## src/rtl/keypad_scan_fifo.sv

```systemverilog
// keypad_scan_fifo: matrix-keypad scanner with per-key debounce and a
// valid/ready key-code FIFO. Columns are strobed one-hot; row returns are
// synchronised and sampled once per SCAN_DIV clocks.
// Optional auto-repeat of a held key: define KEYPAD_SCAN_REPEAT_EN.
module keypad_scan_fifo #(
    parameter int ROWS         = 4,
    parameter int COLS         = 4,
    parameter int SCAN_DIV     = 500,
    parameter int DEBOUNCE     = 4,
    parameter int FIFO_DEPTH   = 4,
    parameter int REPEAT_DELAY = 50,
    parameter int REPEAT_RATE  = 10,
    localparam int CODE_W      = (ROWS * COLS > 1) ? $clog2(ROWS * COLS) : 1
) (
    input  logic              clk,
    input  logic              rst,
    input  logic [ROWS-1:0]   row,
    output logic [COLS-1:0]   col,
    output logic [CODE_W-1:0] key_code,
    output logic              key_valid,
    input  logic              key_ready,
    output logic              key_held,
    output logic              overflow
);

    localparam int DIV_W = $clog2(SCAN_DIV);
    localparam int RW    = (ROWS > 1) ? $clog2(ROWS) : 1;
    localparam int CW    = (COLS > 1) ? $clog2(COLS) : 1;
    localparam int CNT_W = $clog2(DEBOUNCE + 1);
    localparam int PTR_W = $clog2(FIFO_DEPTH);
    localparam int OCC_W = $clog2(FIFO_DEPTH + 1);

    typedef enum logic [1:0] {
        S_IDLE,
        S_DEBOUNCE,
        S_PRESSED,
        S_RELEASE
    } state_t;

    state_t            state, state_nx;
    logic [ROWS-1:0]   rs_meta, rs;
    logic [DIV_W-1:0]  div;
    logic              tick;
    logic [RW-1:0]     r, r_nx, low_row;
    logic [CW-1:0]     c, c_nx, act_col;
    logic [CNT_W-1:0]  cnt, cnt_nx;
    logic [COLS-1:0]   col_nx, col_rot;
    logic              push;
    logic [CODE_W-1:0] push_code;

    logic [CODE_W-1:0] mem [FIFO_DEPTH];
    logic [PTR_W-1:0]  wp, rp;
    logic [OCC_W-1:0]  occ;
    logic              full, pop, wr;

`ifdef KEYPAD_SCAN_REPEAT_EN
    localparam int REP_MAX = (REPEAT_DELAY > REPEAT_RATE) ? REPEAT_DELAY : REPEAT_RATE;
    localparam int REP_W   = $clog2(REP_MAX + 1);
    logic [REP_W-1:0] rpt, rpt_nx;
    logic             rpt_on, rpt_on_nx;
`else
    // Repeat timing has no effect in this build.
    logic unused_repeat_cfg;
    assign unused_repeat_cfg = ^{REPEAT_DELAY, REPEAT_RATE};
`endif

    assign tick     = (div == DIV_W'(SCAN_DIV - 1));
    assign col_rot  = (col << 1) | (col >> (COLS - 1));
    assign key_held = (state == S_PRESSED) || (state == S_RELEASE);

    // Two-flop synchroniser for the asynchronous row returns.
    always_ff @(posedge clk or negedge rst) begin
        if (!rst) begin
            rs_meta <= '0;
            rs      <= '0;
        end else begin
            rs_meta <= row;
            rs      <= rs_meta;
        end
    end

    // Scan divider; terminal count is the sample tick.
    always_ff @(posedge clk or negedge rst) begin
        if (!rst) begin
            div <= '0;
        end else if (tick) begin
            div <= '0;
        end else begin
            div <= div + DIV_W'(1);
        end
    end

    // Lowest asserted synchronised row.
    always_comb begin
        low_row = '0;
        for (int unsigned i = ROWS; i > 0; i--) begin
            if (rs[i-1]) begin
                low_row = RW'(i - 1);
            end
        end
    end

    // Index of the currently strobed column.
    always_comb begin
        act_col = '0;
        for (int unsigned i = 0; i < COLS; i++) begin
            if (col[i]) begin
                act_col = CW'(i);
            end
        end
    end

    // Scanner state register and locked key coordinates.
    always_ff @(posedge clk or negedge rst) begin
        if (!rst) begin
            state <= S_IDLE;
            r     <= '0;
            c     <= '0;
            cnt   <= '0;
            col   <= COLS'(1);
`ifdef KEYPAD_SCAN_REPEAT_EN
            rpt    <= '0;
            rpt_on <= 1'b0;
`endif
        end else begin
            state <= state_nx;
            r     <= r_nx;
            c     <= c_nx;
            cnt   <= cnt_nx;
            col   <= col_nx;
`ifdef KEYPAD_SCAN_REPEAT_EN
            rpt    <= rpt_nx;
            rpt_on <= rpt_on_nx;
`endif
        end
    end

    // Next-state, column advance and push decision, evaluated on sample ticks.
    always_comb begin
        state_nx = state;
        r_nx     = r;
        c_nx     = c;
        cnt_nx   = cnt;
        col_nx   = col;
        push     = 1'b0;
        if (state == S_IDLE) begin
            push_code = CODE_W'(int'(low_row) * COLS + int'(act_col));
        end else begin
            push_code = CODE_W'(int'(r) * COLS + int'(c));
        end
`ifdef KEYPAD_SCAN_REPEAT_EN
        rpt_nx    = rpt;
        rpt_on_nx = rpt_on;
`endif
        if (tick) begin
            case (state)
                S_IDLE: begin
                    if (|rs) begin
                        r_nx   = low_row;
                        c_nx   = act_col;
                        cnt_nx = CNT_W'(1);
                        if (DEBOUNCE == 1) begin
                            push     = 1'b1;
                            state_nx = S_PRESSED;
                        end else begin
                            state_nx = S_DEBOUNCE;
                        end
                    end else begin
                        col_nx = col_rot;
                    end
                end
                S_DEBOUNCE: begin
                    if (rs[r]) begin
                        cnt_nx = cnt + CNT_W'(1);
                        if (cnt == CNT_W'(DEBOUNCE - 1)) begin
                            push     = 1'b1;
                            state_nx = S_PRESSED;
                        end
                    end else begin
                        state_nx = S_IDLE;
                        col_nx   = col_rot;
                    end
                end
                S_PRESSED: begin
                    if (!rs[r]) begin
                        cnt_nx = CNT_W'(1);
                        // A single clear sample already satisfies a debounce of one.
                        if (DEBOUNCE == 1) begin
                            state_nx = S_IDLE;
                            col_nx   = col_rot;
                        end else begin
                            state_nx = S_RELEASE;
                        end
                    end else begin
`ifdef KEYPAD_SCAN_REPEAT_EN
                        if (int'(rpt) + 1 == (rpt_on ? REPEAT_RATE : REPEAT_DELAY)) begin
                            push      = 1'b1;
                            rpt_nx    = '0;
                            rpt_on_nx = 1'b1;
                        end else begin
                            rpt_nx = rpt + REP_W'(1);
                        end
`endif
                    end
                end
                S_RELEASE: begin
                    if (!rs[r]) begin
                        cnt_nx = cnt + CNT_W'(1);
                        if (cnt == CNT_W'(DEBOUNCE - 1)) begin
                            state_nx = S_IDLE;
                            col_nx   = col_rot;
                        end
                    end else begin
                        state_nx = S_PRESSED;
                    end
                end
                default: state_nx = S_IDLE;
            endcase
        end
`ifdef KEYPAD_SCAN_REPEAT_EN
        if (state_nx == S_PRESSED && state != S_PRESSED) begin
            rpt_nx    = '0;
            rpt_on_nx = 1'b0;
        end
`endif
    end

    assign full      = (occ == OCC_W'(FIFO_DEPTH));
    assign key_valid = (occ != '0);
    assign pop       = key_valid & key_ready;
    // A push into a full FIFO is only accepted if the head leaves in the same cycle.
    assign wr        = push & (~full | pop);
    assign key_code  = mem[rp];

    // Key-code FIFO storage, pointers, occupancy and overflow pulse.
    always_ff @(posedge clk or negedge rst) begin
        if (!rst) begin
            for (int unsigned i = 0; i < FIFO_DEPTH; i++) begin
                mem[i] <= '0;
            end
            wp       <= '0;
            rp       <= '0;
            occ      <= '0;
            overflow <= 1'b0;
        end else begin
            if (wr) begin
                mem[wp] <= push_code;
                wp      <= wp + PTR_W'(1);
            end
            if (pop) begin
                rp <= rp + PTR_W'(1);
            end
            occ      <= occ + OCC_W'(wr) - OCC_W'(pop);
            overflow <= push & full & ~pop;
        end
    end

endmodule

```

## config.mk

```make
export PLATFORM = sky130hd
export DESIGN_NAME = keypad_scan_fifo
export DESIGN_NICKNAME = d
export VERILOG_FILES = /design/src/rtl/keypad_scan_fifo.sv
export SDC_FILE = /design/constraint.sdc
export NUM_CORES = 1
export LEC_CHECK = 0
export CAP_MARGIN = 15
export CORE_AREA = 2 2 79 81
export DETAILED_ROUTE_END_ITERATION = 8
export DIE_AREA = 0 0 81 83
export SLEW_MARGIN = 20
export SYNTH_ARGS = -nofsm -noshare
export SYNTH_HDL_FRONTEND = slang
export SYNTH_SLANG_ARGS = --single-unit
export TNS_END_PERCENT = 20
```

## constraint.sdc

```tcl
create_clock -name clk -period 2.8 [get_ports clk]
set_input_delay 0.28 -clock clk [delete_from_list [all_inputs] [get_ports clk]]
set_output_delay 0.28 -clock clk [all_outputs]
set_load 0.02 [all_outputs]
```

==> flow_summary.ini <==
[clock_tree]
clock_path_buffers = 2
postCtsSetupBuffers = 0
htreeDepth = 2
cts-root-buf = clkbuf_8
clk_pin_slew_ns = 0.11
clk_latency_ns = 0.31
cts_inserted_buffers = 5
cts.sinks = 54
cts_tree = yes

[worst_setup_path]
endpoint_kind = flip-flop
crit_fanout = 5
required_ns = 3.04
arrival_ns = 2.81
startpoint_type = flip-flop
criticalPathCategory = flip-flop to flip-flop

[power_and_ir_drop]
p_per_area_nw_per_um2 = 517
ir_drop_uv = 278
leakage_nw = 1.34
p_seq_share_pct = 58.4
sw_frac_of_total_pct = 26.7
switchingPower_mw = 0.405
p_int_mw = 1.11
pwr-share-comb_pct = 12.5
p_clk_share_pct = 29.1

[floorplan]
io_pins = 18
dieArea_um2 = 6720
die_w_um = 81
core-area_um2 = 5820
rows = 28
start_util_pct = 44.0
die_height_um = 83

[sta]
setup_viol = 0
fmax_ghz = 0.389
period_needed_ns = 2.57
maxSlewViolCount = 0
hold_viol_final = 0
tightest_slew_ns = 0.719
worst_slew_margin_rel_pct = 52.1
finalCritPeriodShare_pct = 91.7
finClkSkew_ns = 0.0155
rsz0062_at_grt = false
fin_setup_tns_ns = 0

[synth]
yosys_register_bits = 54
syn_inst = 208
yosys.area.top_type_share_pct = 51.9
ys_seq_area_share_pct = 52.9
ys_types = 45
synth.area.top_cells = dfrtp_1 (52%), mux2_2 (11%), ha_1 (4.4%)
async_reset_ff_share_pct = 100
synthesis.nets = 225
avgSynthCellArea_um2 = 12.3
yosys_most_used_dff = dfrtp_1
netlist_area_um2 = 2560
yosys_warnings = 0
yosys.area.top_type = dfrtp_1
synth-edff-count = 0

[placed_design]
post_dp_cell_area_um2 = 2830
hpwl_mm = 3.17
io_buffers = 17
routabilityCongestion = 0.777

[job]
maxCapViolCount = 0

[cells_and_area]
drive_gt1_share_pct = 23.2
areaGrowthSynthToFinish_pct = 14.6
final_area_um2 = 2930
antenna_cells = 0
nets = 249

[global_routing]
gr-total-overflow = 0
grt_pass1_vias = 1663
grt_max_degree = 55
grt_usage_pct = 15.1
antenna_found_initial = 0
grt_pass1_wl_mm = 7.94

[min_path]
min_path_type = flip-flop to flip-flop

[drt]
drc = 0
wire_per_inst_um = 14.0
routed_via_density = 5.21
dr.pass1.iters = 4
routed_wl_mm = 4.31
ant_nets = 0
drt_iter0_drc = 60
vias = 1606

[outcome]
status = finished, final reports clean
metal layers:
| metal | routed length (µm) | vias to the layer above | global-route usage, % | part of all wire, % |
|---|---|---|---|---|
| met4 | 59 | 0 | 4.01 | 1.4 |
| met2 | 2040 | 25 | 23.4 | 47 |
| met1 | 2080 | 792 | 21.1 | 48 |
| met5 | 0 | - | 0 | 0 |
| li1 | - | 782 | - | - |
| met3 | 122 | 7 | 3.80 | 2.8 |
flip-flops by register name, indices dropped and copies added (netlist names), named ones only:
signal and count:
div 9, occ 3, state 1, rs 4, col 4, overflow 1
r 2, cnt 3, mem 16, rp 2, rs_meta 4, c 2
wp 2
power by group through the flow:
stage | Combinational [mW] | Sequential, mW | Clock, mW
global route | 0.216 | 0.895 | 0.498
finish | 0.189 | 0.884 | 0.442
floorplan | 0.156 | 0.869 | 0
detailed placement | 0.195 | 0.902 | 0
global placement | 0.188 | 0.902 | 0
CTS | 0.197 | 0.886 | 0.464
final timing paths:
| kind | start | to | slack (ns) | cells past startpoint |
|---|---|---|---|---|
| max in group asynchronous | rst | col[0] | 2.03 | 3 |
| min | rs_meta[0] | rs[0] | 0.35 | 0 |
| min in group asynchronous | rst | div[0] | 0.49 | 3 |
| max | div[0] | occ[2] | 0.23 | 10 |
| max reg2reg | div[0] | occ[2] | 0.23 | 10 |
| min reg2reg | rs_meta[0] | rs[0] | 0.35 | 0 |
through the flow:
step / setup slack [ns] / instances / utilization, % / total power [mW] / hold slack (ns)
after floorplan: 0.332 / 208 / - / 1.03 / -0.0156
after detailed placement: 0.0700 / 299 / 48.6 / 1.10 / 0.299
after global placement: 0.177 / 299 / 48.6 / 1.09 / 0.300
final: 0.232 / 308 / 50.4 / 1.52 / 0.355
after CTS: 0.164 / 308 / 50.4 / 1.55 / 0.358
after global routing: 0.0356 / 308 / 50.4 / 1.61 / 0.366
placed cells by master (no fill, tap or decap), types with 2 or more instances in the layout:
master,n
mux2_2,26
nand4_1,2
clkbuf_8,5
and3_1,3
nand2_1,10
a311o_1,2
clkinvlp_4,2
nor4_1,3
o31ai_1,2
o21ai_0,6
buf_4,4
nor2_1,14
mux4_2,5
dfrtp_1,53
ha_1,9
xnor2_1,8
clkdlybuf4s50_1,16
or3_1,3
nand3_1,7
inv_1,13
a21oi_1,7
nor3_1,3
nor2b_1,2
worst max-delay path, stage by stage (launching register included):
cell and delay [ns]:
dfrtp_1 0.40, ha_1 0.24, nand4_1 0.17, nor3_2 0.34, nand2_2 0.14, ha_1 0.29, inv_1 0.04, ha_1 0.18
fa_1 0.37, xnor2_1 0.19, xnor2_1 0.14
synth_stat cells, types with 4 or more instances:
cell      instances
a21oi_1           7
clkbuf_1          4
dfrtp_1          53
ha_1              9
inv_1            13
mux2_2           26
mux4_2            5
nand2_1          11
nand3_1           7
nor2_1           14
o21ai_0           6
xnor2_1           8
repair_timing:
action	CTS	global route
gates resized for setup	0	1
hold buffers	1	0
setup endpoints to repair	0	1
endpoints found under the hold margin	53	0
cell type report:
| class | count | area [µm²] |
|---|---|---|
| inverter | 13 | 48.8 |
| timing repair buffer | 23 | 225 |
| clock buffer | 5 | 68.8 |
| clock inverter | 3 | 23.8 |
| tap | 75 | 93.8 |
| multi-input combinational | 135 | 1120 |
| fill | 567 | 2880 |
| sequential | 54 | 1350 |
cell families after synthesis:
| family | synth area share (%) |
|---|---|
| AND/OR/NAND/NOR | 12.9 |
| flip-flops | 52.9 |
| multiplexers | 16.3 |
| AO/OA/AOI/OAI | 6.16 |
| buffers and inverters | 3.47 |
| adder cells (fa/ha/maj) | 5.19 |
| XOR/XNOR | 3.08 |
No activity file was read; power rests on OpenSTA's default activity.
